**src/rtl/mips_mem_pkg.sv**
```systemverilog
// -----------------------------------------------------------------------------
// mips_mem_pkg
// Shared definitions for the data-RAM address translators (forward and
// readback):
//   - MIPS_DATA_BASE : MIPS virtual address of data-RAM word 0
//   - DATA_RAM_DEPTH : default number of data-RAM words
//   - state_t        : readback FSM encoding (IDLE, RD, WT, PR, ERR, FIN)
//   - index_to_vaddr / vaddr_to_index : 32-bit word-index <-> virtual address
// -----------------------------------------------------------------------------
package mips_mem_pkg;

  localparam logic [31:0] MIPS_DATA_BASE = 32'h1001_0000;
  localparam int          DATA_RAM_DEPTH = 256;

  typedef enum logic [2:0] {
    IDLE = 3'd0,
    RD   = 3'd1,
    WT   = 3'd2,
    PR   = 3'd3,
    ERR  = 3'd4,
    FIN  = 3'd5
  } state_t;

  // Word index -> byte-addressed MIPS virtual address.
  function automatic logic [31:0] index_to_vaddr(input logic [31:0] idx);
    return (idx << 2) + MIPS_DATA_BASE;
  endfunction

  // MIPS virtual address -> word index (caller checks alignment and range).
  function automatic logic [31:0] vaddr_to_index(input logic [31:0] vaddr);
    return (vaddr - MIPS_DATA_BASE) >> 2;
  endfunction

endpackage

```
**src/rtl/mips_index_to_vaddr.sv**
```systemverilog
// -----------------------------------------------------------------------------
// mips_index_to_vaddr
// Combinational conversion of a data-RAM word index into its MIPS virtual
// address: vaddr = (idx << 2) + BASE_ADDR.
// Ports:
//   idx   in  IDX_WIDTH   word index
//   vaddr out ADDR_WIDTH  MIPS virtual byte address
// -----------------------------------------------------------------------------
module mips_index_to_vaddr #(
  parameter int                    ADDR_WIDTH = 32,
  parameter int                    IDX_WIDTH  = 9,
  parameter logic [ADDR_WIDTH-1:0] BASE_ADDR  = ADDR_WIDTH'(32'h1001_0000)
) (
  input  logic [IDX_WIDTH-1:0]  idx,
  output logic [ADDR_WIDTH-1:0] vaddr
);

  assign vaddr = (ADDR_WIDTH'(idx) << 2) + BASE_ADDR;

endmodule

```
**src/rtl/data_mem_readback.sv**
```systemverilog
// -----------------------------------------------------------------------------
// data_mem_readback
// Walks data-RAM words starting at a MIPS virtual address, issuing
// synchronous reads on the RAM's second read port and streaming
// (virtual address, data) pairs to the debug dump / UART inspection path.
//
// Ports:
//   clk, reset (async, active-low)
//   start, start_addr, word_count     : run request (sampled only in IDLE)
//   ram_rd_en, ram_addr, ram_rdata    : RAM read port (data 1 cycle after rd_en)
//   out_valid/out_ready, out_mips_addr, out_data, out_last : output stream
//   busy, done, error                 : run status
//   checksum (only with DATA_MEM_READBACK_CHECKSUM_EN) : sum of delivered words
//   fsm_state                         : current FSM state, for observation
//
// Output handshake: a pair transfers on a rising edge where out_valid and
// out_ready are both high. out_valid never depends on out_ready, and the
// pair (address, data, last) is held stable from out_valid rising until that
// transfer. out_ready while out_valid is low is ignored.
//
// Optional feature macro: DATA_MEM_READBACK_CHECKSUM_EN adds the checksum
// output and its accumulator.
// -----------------------------------------------------------------------------
module data_mem_readback
  import mips_mem_pkg::*;
#(
  parameter int                    ADDR_WIDTH = 32,
  parameter int                    DATA_WIDTH = 32,
  parameter int                    RAM_DEPTH  = DATA_RAM_DEPTH,
  parameter logic [ADDR_WIDTH-1:0] BASE_ADDR  = ADDR_WIDTH'(MIPS_DATA_BASE),
  parameter int                    CNT_WIDTH  = 9
) (
  input  logic                  clk,
  input  logic                  reset,
  input  logic                  start,
  input  logic [ADDR_WIDTH-1:0] start_addr,
  input  logic [CNT_WIDTH-1:0]  word_count,
  output logic                  ram_rd_en,
  output logic [ADDR_WIDTH-1:0] ram_addr,
  input  logic [DATA_WIDTH-1:0] ram_rdata,
  output logic                  out_valid,
  input  logic                  out_ready,
  output logic [ADDR_WIDTH-1:0] out_mips_addr,
  output logic [DATA_WIDTH-1:0] out_data,
  output logic                  out_last,
  output logic                  busy,
  output logic                  done,
  output logic                  error,
`ifdef DATA_MEM_READBACK_CHECKSUM_EN
  output logic [DATA_WIDTH-1:0] checksum,
`endif
  output state_t                fsm_state
);

  state_t                state, state_next;
  logic [CNT_WIDTH-1:0]  idx;
  logic [CNT_WIDTH-1:0]  remaining;
  logic [ADDR_WIDTH-1:0] idx_vaddr;

  // Request decode. One extra bit so neither the subtraction nor the
  // idx0 + word_count sum can wrap into a false "in range".
  logic [ADDR_WIDTH:0] offset;
  logic [ADDR_WIDTH:0] idx0_wide;
  logic [ADDR_WIDTH:0] end_wide;
  logic                misaligned;
  logic                below_base;
  logic                overrun;
  logic                bad_req;

  always_comb begin
    offset     = {1'b0, start_addr} - {1'b0, BASE_ADDR};
    idx0_wide  = offset >> 2;
    end_wide   = idx0_wide + (ADDR_WIDTH+1)'(word_count);
    misaligned = (start_addr[1:0] != 2'b00);
    below_base = (start_addr < BASE_ADDR);
    overrun    = (end_wide > (ADDR_WIDTH+1)'(RAM_DEPTH));
    bad_req    = misaligned | below_base | overrun;
  end

  mips_index_to_vaddr #(
    .ADDR_WIDTH (ADDR_WIDTH),
    .IDX_WIDTH  (CNT_WIDTH),
    .BASE_ADDR  (BASE_ADDR)
  ) u_idx_to_vaddr (
    .idx   (idx),
    .vaddr (idx_vaddr)
  );

  // State register
  always_ff @(posedge clk or negedge reset) begin
    if (!reset) begin
      state <= IDLE;
    end else begin
      state <= state_next;
    end
  end

  // Next state
  always_comb begin
    state_next = state;
    case (state)
      IDLE: begin
        if (start) begin
          if (bad_req)                          state_next = ERR;
          else if (word_count == '0)            state_next = FIN;
          else                                  state_next = RD;
        end
      end
      RD:  state_next = WT;
      WT:  state_next = PR;
      PR:  begin
        if (out_ready) state_next = out_last ? FIN : RD;
      end
      ERR: state_next = FIN;
      FIN: state_next = IDLE;
      default: state_next = IDLE;
    endcase
  end

  // Datapath registers
  always_ff @(posedge clk or negedge reset) begin
    if (!reset) begin
      idx           <= '0;
      remaining     <= '0;
      out_data      <= '0;
      out_mips_addr <= '0;
      out_last      <= 1'b0;
      error         <= 1'b0;
    end else begin
      case (state)
        IDLE: begin
          if (start) begin
            error     <= 1'b0;
            idx       <= idx0_wide[CNT_WIDTH-1:0];
            remaining <= word_count;
          end
        end
        WT: begin
          out_data      <= ram_rdata;
          out_mips_addr <= idx_vaddr;
          out_last      <= (remaining == CNT_WIDTH'(1));
        end
        PR: begin
          if (out_ready) begin
            idx       <= idx + CNT_WIDTH'(1);
            remaining <= remaining - CNT_WIDTH'(1);
          end
        end
        ERR:     error <= 1'b1;
        default: ;
      endcase
    end
  end

`ifdef DATA_MEM_READBACK_CHECKSUM_EN
  // Sum of words actually handed over; an error run never reaches PR so the
  // sum stays at the zero loaded by the accepted start.
  always_ff @(posedge clk or negedge reset) begin
    if (!reset) begin
      checksum <= '0;
    end else if (state == IDLE && start) begin
      checksum <= '0;
    end else if (state == PR && out_ready) begin
      checksum <= checksum + out_data;
    end
  end
`endif

  // State-decoded outputs. ram_addr is only driven during RD so the index,
  // which steps past the last word after the final handshake, never appears.
  always_comb begin
    ram_rd_en = (state == RD);
    ram_addr  = (state == RD) ? ADDR_WIDTH'(idx) : '0;
    out_valid = (state == PR);
    busy      = (state != IDLE);
    done      = (state == FIN);
    fsm_state = state;
  end

endmodule

```
**config.mk**
```make
export PLATFORM = sky130hd
export DESIGN_NAME = data_mem_readback
export DESIGN_NICKNAME = d
export VERILOG_FILES = /design/src/rtl/mips_mem_pkg.sv /design/src/rtl/mips_index_to_vaddr.sv /design/src/rtl/data_mem_readback.sv
export SDC_FILE = /design/constraint.sdc
export NUM_CORES = 1
export LEC_CHECK = 0
export ABC_CLOCK_PERIOD_IN_PS = 3300
export BUFFER_PORTS_ARGS = -buffer_cell sky130_fd_sc_hd__clkbuf_2
export CORE_MARGIN = 8
export CORE_UTILIZATION = 30
export CTS_CLUSTER_DIAMETER = 30
export CTS_CLUSTER_SIZE = 12
export DETAILED_ROUTE_END_ITERATION = 8
export GPL_TIMING_DRIVEN = 0
export PLACE_DENSITY_LB_ADDON = 0.12
export SLEW_MARGIN = 0
export SYNTH_ARGS = -nofsm -noshare
export SYNTH_HDL_FRONTEND = slang
export SYNTH_SLANG_ARGS = --single-unit
```
**constraint.sdc**
```tcl
create_clock -name clk -period 3.3 [get_ports clk]
set_clock_uncertainty 0.2 [all_clocks]
set_input_delay 0.33 -clock clk [delete_from_list [all_inputs] [get_ports clk]]
set_output_delay 0.33 -clock clk [all_outputs]
set_load 0.02 [all_outputs]
```
==> out/results.tsv, run 1 <==
metric	value	unit
outcome	finished clean	
synth_cell_type_count	70	
hpwlAfterDp	11.9	mm
worstHoldPathType	input port to flop	
max_stage_delay	540	ps
maxCapViolCount	0	
path_clk_slew	50	ps
grt_pass1_vias	4453	
p_seq_frac	0.307	
yosysMostFrequentCell	dfrtp_1	
required	3360	ps
slew_viol_final	0	
drive_gt1_frac	0.349	
fin_crit_sh	0.939	
ys_dominant_reg_cell	dfrtp_1	
die_w	142	µm
vias	4539	
cellLeakagePower	2.87	nW
synthTopCellsByArea	dfrtp_1 (34%), mux2_2 (10%), buf_4 (7.1%), o21ai_0 (3.6%), ha_1 (3.4%)	
synthArstFlopShare	1.00	
r2r-start	fsm_state[1]$_DFFE_PN0P_	
crit_path_cell_trace	clkbuf_2 > or4_4 > buf_6 > or3_4 > o31ai_2 > a21boi_0 > nor4b_2 > o2111ai_1 > nand4b_1 > nor3_1 > o31a_1	
switching_power	2.05	mW
intPower	2.67	mW
wl_per_cell	15.6	µm
io_buffer_count	132	
synth_edf_count	0	
ff2ff_setup_slack	420	ps
track_usage	0.141	
ys_seq_area_frac	0.341	
viasPerCell	4.84	
worst_ir_drop_vdd	0.341	mV
reg2reg_to	idx[4]$_DFFE_PN0P_	
clock_path_buffers	2	
grt-ovfl-total	0	
setup_violations	0	
slowest_stage	or4_4	
grt_pass1_wl	22.9	mm
initial_utilization	0.304	
htree_levels	3	
ant_nets	0	
clkPwrFrac	0.179	
ys_top_cells_by_count	dfrtp_1 (65), buf_4 (45), mux2_2 (44)	
critPathMaxFanout	8	
end_kind	flop	
slew_headroom	0.293	
fmax	323	MHz
cts_tree	built	
post_cts_buffers	0	
cts_root_buf	clkbuf_16	
clock_sinks	65	
yosysTopAreaCellShare	0.341	
syn_inst	534	
syn_to_final_growth	29.6	%
die_h	142	µm
netSwitchingFraction	0.434	
worstPathBufferInverterCount	2	
start_kind	input port	
tightest_slew	1060	ps
routed_wl	14.6	mm
final_area	6190	µm²
antenna_found_initial	0	
place_area	5900	µm²
gp_congestion	0.844	
dieArea	20200	µm²
hold_viol_final	0	
synth_area	4770	µm²
comb_power_share	0.514	
yosys.area.top_type	dfrtp_1	
io_pins	182	
fin_crit	3100	ps
hold_ws	35.7	ps
grt_max_degree	59	
synth.avg_cell_area	8.94	µm²
ys_seq_elements	65	
hold_depth	2	
drc_errors	0	
p_per_area	762	nW/µm²
worstPathArrival	3160	ps
drt_iter0_markers	157	
clock_latency	330	ps
cts_buffers	9	
drtPass1Iterations	4	
rsz0062_at_grt	no	
fin_nets	809	
holdPathEnd	out_data[8]$_DFFE_PN0N_	
critPathTopFamily	simple AND/OR/NAND/NOR gates	
reg2reg_depth	6	
num_antenna_cells	0	
rows	46	
synth_warnings	0	
core	15700	µm²
worstHoldStart	ram_rdata[8]	
crit_type	input port to flop	
-- cell usage in the layout, fill, tap and decap left out, types with 6 or more instances in the layout --
cell / n
clkbuf_1: 22
nor2_1: 28
or3_1: 8
dfrtp_1: 65
mux2_2: 44
o21ai_0: 33
and3_1: 8
a21oi_1: 31
nor4_1: 8
conb_1: 44
inv_1: 18
nand2_1: 31
ha_1: 13
xnor2_1: 10
buf_4: 45
clkbuf_16: 9
nor3_1: 16
and2_1: 12
a211oi_1: 7
o211ai_1: 6
a22oi_1: 8
nand4_1: 7
nand3_1: 23
clkbuf_2: 131
-- worst max path at each step --
stage / startpoint / endpoint / slack, ps / cells after the start
detailed placement: word_count[0] / fsm_state[0]$_DFFE_PN0P_ / -220 / 12
global route: start_addr[16] / fsm_state[0]$_DFFE_PN0P_ / 5 / 13
global placement: start_addr[2] / fsm_state[0]$_DFFE_PN0P_ / -250 / 12
CTS: word_count[0] / fsm_state[0]$_DFFE_PN0P_ / 100 / 12
floorplan: start_addr[21] / fsm_state[0]$_DFFE_PN0P_ / 180 / 11
finish: start_addr[22] / fsm_state[0]$_DFFE_PN0P_ / 200 / 11
-- routing by layer --
| layer | vias up | global-route usage | share of wire |
|---|---|---|---|
| li1 | 2247 | - | - |
| met1 | 2136 | 0.161 | 0.40 |
| met2 | 140 | 0.252 | 0.51 |
| met3 | 16 | 0.0305 | 0.069 |
| met4 | 0 | 0.0526 | 0.017 |
| met5 | - | 0 | 0 |
-- logic make-up (layout without fill, tap and decap cells) --
| group | after synthesis | after routing | synth area share |
|---|---|---|---|
| AO/OA/AOI/OAI | 131 | 131 | 0.178 |
| XOR/XNOR | 14 | 14 | 0.0273 |
| adder cells (fa/ha/maj) | 14 | 14 | 0.0383 |
| buffers and inverters | 92 | 237 | 0.111 |
| flip-flops | 65 | 65 | 0.341 |
| multiplexers | 47 | 47 | 0.110 |
| other | 1 | 44 | 0.000785 |
| AND/OR/NAND/NOR | 170 | 170 | 0.194 |
-- registers in the layout (all words and copies together), names as in the netlist --
| name | count |
|---|---|
| out_last | 1 |
| out_data | 32 |
| out_mips_addr | 10 |
| idx | 9 |
| remaining | 9 |
| error | 1 |
| fsm_state | 3 |
-- repair_timing --
item                                    4_1_cts  5_1_grt
endpoints found under the hold margin        65        0
resized for setup                             0        7
endpoints found under the setup margin        0        2
hold buffers                                  1        0
-- metrics by stage --
step	TNS (ps)	cells	power, mW	util	setup WS [ps]
5_1_grt	0	938	5.06	0.394	5.21
6_report	0	938	4.71	0.394	202
2_1_floorplan	0	577	3.09	-	179
3_3_place_gp	-429	925	3.84	0.373	-248
4_1_cts	0	942	4.76	0.393	97.9
3_5_place_dp	-374	926	3.90	0.375	-222
-- cell type report --
| cell class | instances | area (µm²) |
|---|---|---|
| inverter | 18 | 67.6 |
| clock inverter | 3 | 17.5 |
| fill | 1628 | 9530 |
| buffer | 70 | 448 |
| tap | 216 | 270 |
| timing repair buffer | 134 | 701 |
| clock buffer | 12 | 246 |
| multi-input combinational | 420 | 2810 |
| sequential | 65 | 1630 |
-- power groups by stage --
| stage | clock network [mW] | logic (mW) | registers [mW] |
|---|---|---|---|
| global route | 0.906 | 2.65 | 1.51 |
| detailed placement | 0 | 2.45 | 1.46 |
| global placement | 0 | 2.40 | 1.44 |
| floorplan | 0 | 1.33 | 1.76 |
| CTS | 0.864 | 2.45 | 1.45 |
| finish | 0.844 | 2.42 | 1.44 |
(Power assumes the default switching activity.)
==> run 2: changes to the inputs <==
==> constraint.sdc (replaced) <==
create_clock -name clk -period 3.3 [get_ports clk]
set_clock_uncertainty 0.2 [all_clocks]
set_input_delay 0.99 -clock clk [delete_from_list [all_inputs] [get_ports clk]]
set_output_delay 0.99 -clock clk [all_outputs]
set_load 0.02 [all_outputs]
==> run 2 against run 1 <==
The run now ends with setup timing left. First-iteration DRC count increased by 17%. Non-clock buffer count is 11 higher. Global-route usage rose by 0.46 points. Hold slack better by 240 ps. Critical endpoint unchanged.
==> out/results.tsv, run 2 (synthesized netlist as in run 1, its figures left out) <==
metric	value	unit	change
ff2ff_setup_slack	550	ps	+130 ps
netSwitchingFraction	0.428		-0.00632
maxCapViolCount	0		unchanged
reg_top3	out_data (32), out_mips_addr (10)		
grt_pass1_wl	24.0	mm	+5.0%
crit_type	input port to flop		
num_antenna_cells	0		unchanged
antenna_found_initial	1		+1
ant_nets	0		unchanged
grt_max_degree	60		+1.7%
hpwlAfterDp	12.0	mm	+1.6%
final_cell_mix	clkbuf_2 (127), dfrtp_1 (65), buf_4 (57)		
worstPathArrival	3540	ps	+380 ps
io_buffer_count	132		unchanged
grt_pass1_vias	4699		+5.5%
cts_hold_buf	0		-1
clkPwrFrac	0.199		+0.020
rows	46		unchanged
slew_viol_final	0		unchanged
r2r-start	fsm_state[0]$_DFFE_PN0P_		
cellLeakagePower	2.98	nW	+3.9%
worst_slack	-179	ps	-381 ps
cts_root_buf	clkbuf_16		
required	3360	ps	about the same
track_usage	0.146		+0.00457
reg2reg_to	idx[2]$_DFFE_PN0P_		
drt_iter0_markers	184		+17%
intPower	2.80	mW	+5.0%
holdPathEnd	remaining[7]$_DFFE_PN0P_		
switching_power	2.09	mW	+2.3%
pre_cts_ws	-891	ps	-670 ps
gp_congestion	0.892		+5.7%
p_per_area	750	nW/µm²	-1.5%
dieArea	20200	µm²	unchanged
slew_headroom	0.427		+0.134
p_seq_frac	0.294		-0.013
reg2reg_depth	6		unchanged
core	15700	µm²	unchanged
hold_ws	274	ps	+239 ps
outcome	complete, but fails checks		
die_w	142	µm	unchanged
worstHoldStart	remaining[7]$_DFFE_PN0P_		
routed_wl	15.2	mm	+3.6%
syn_to_final_growth	36.6	%	
setup_violations	2		+2
wl_per_cell	16.0	µm	+2.3%
cts_buffers	9		unchanged
top_register	out_data		
cts_tree	built		
clock_path_buffers	2		unchanged
largest_reg_flops	32		unchanged
path_clk_slew	50	ps	about the same
grt-ovfl-total	0		unchanged
worst_ir_drop_vdd	0.308	mV	-9.6%
rsz0062_at_grt	yes		
fmax	287	MHz	-11%
viasPerCell	4.96		+2.5%
hold_viol_final	0		unchanged
worstHoldPathType	flop to flop		
tightest_slew	859	ps	-199 ps
finalNonFillerCells	950		+1.3%
critPathMaxFanout	7		-1
dp_cells	926		unchanged
end_kind	flop		
fin_crit_sh	1.05		+0.115
io_pins	182		unchanged
drive_gt1_frac	0.395		+0.0461
clock_latency	320	ps	about the same
drc_errors	0		unchanged
die_h	142	µm	unchanged
start_kind	input port		
clock_sinks	65		unchanged
fin_crit	3480	ps	+381 ps
comb_power_share	0.508		-0.006
fin_nets	820		+1.4%
vias	4710		+3.8%
drtPass1Iterations	4		unchanged
violations	setup timing		
initial_utilization	0.304		unchanged
htree_levels	3		unchanged
mostFrequentLayoutCell	clkbuf_2		
hold_depth	2		unchanged
run 2: cell types whose count changed in the layout (fill, tap and decap cells not counted), sizes merged:
cell | before | now
inv | 18 | 17
buf | 51 | 66
clkbuf | 164 | 161
dlygate4sd3 | 1 | 0
bufinv | 0 | 1
clkinvlp | 1 | 2
run 2: how the worst max path moves through the flow:
stage | startpoint | to | slack [ps] | depth (start not counted)
final | start_addr[22] | fsm_state[0]$_DFFE_PN0P_ | -180 | 12
after global placement | start_addr[16] | fsm_state[0]$_DFFE_PN0P_ | -860 | 13
after detailed placement | start_addr[16] | fsm_state[0]$_DFFE_PN0P_ | -890 | 13
after floorplan | start_addr[21] | fsm_state[0]$_DFFE_PN0P_ | -230 | 12
after CTS | start_addr[22] | fsm_state[0]$_DFFE_PN0P_ | -270 | 10
after global routing | start_addr[16] | fsm_state[0]$_DFFE_PN0P_ | -330 | 14
run 2: timing repair:
action,in CTS,in global routing
setup buffers,7,5
pin swaps,12,15
gates resized for setup,21,30
setup endpoints to repair,13,13
run 2: power groups by stage:
| stage | registers (mW) | clock network (mW) | logic (mW) |
|---|---|---|---|
| 2_1_floorplan | 1.76 | 0 | 1.34 |
| 3_3_place_gp | 1.44 | 0 | 2.41 |
| 3_5_place_dp | 1.46 | 0 | 2.46 |
| 4_1_cts | 1.44 | 0.992 | 2.48 |
| 5_1_grt | 1.51 | 1.03 | 2.70 |
| 6_report | 1.44 | 0.971 | 2.48 |
run 2: cell type report:
type | instances | area, µm²
fill | 1604 | 9190
multi-input combinational | 420 | 2950
sequential | 65 | 1630
timing repair buffer | 145 | 826
buffer | 70 | 469
tap | 216 | 270
clock buffer | 12 | 256
inverter | 18 | 71.3
clock inverter | 4 | 51.3
run 2: per-layer routing:
layer,up-vias,share of wire,global-route usage
met5,-,0.00086,0
met2,172,0.51,0.254
met4,2,0.023,0.0543
li1,2262,-,-
met3,27,0.071,0.0335
met1,2247,0.40,0.170
run 2: stage by stage:
| step | cell area (µm²) | utilization | TNS (ps) | total power, mW |
|---|---|---|---|---|
| 3_5_place_dp | 5950 | 0.379 | -1600 | 3.91 |
| 4_1_cts | 6380 | 0.406 | -2380 | 4.91 |
| 3_3_place_gp | 5920 | 0.377 | -1520 | 3.84 |
| 6_report | 6520 | 0.415 | -358 | 4.89 |
| 5_1_grt | 6520 | 0.415 | -633 | 5.23 |
| 2_1_floorplan | 4990 | - | -398 | 3.10 |
run 2: critical path, cell delays in order:
cell and delay [ps]:
clkbuf_16 120, or4_4 550, buf_6 150, or3_4 350, o31ai_4 290, and2_4 200, buf_6 110, and3_1 150
o2111ai_1 110, nand4b_1 240, nor3_2 150, o31a_1 140
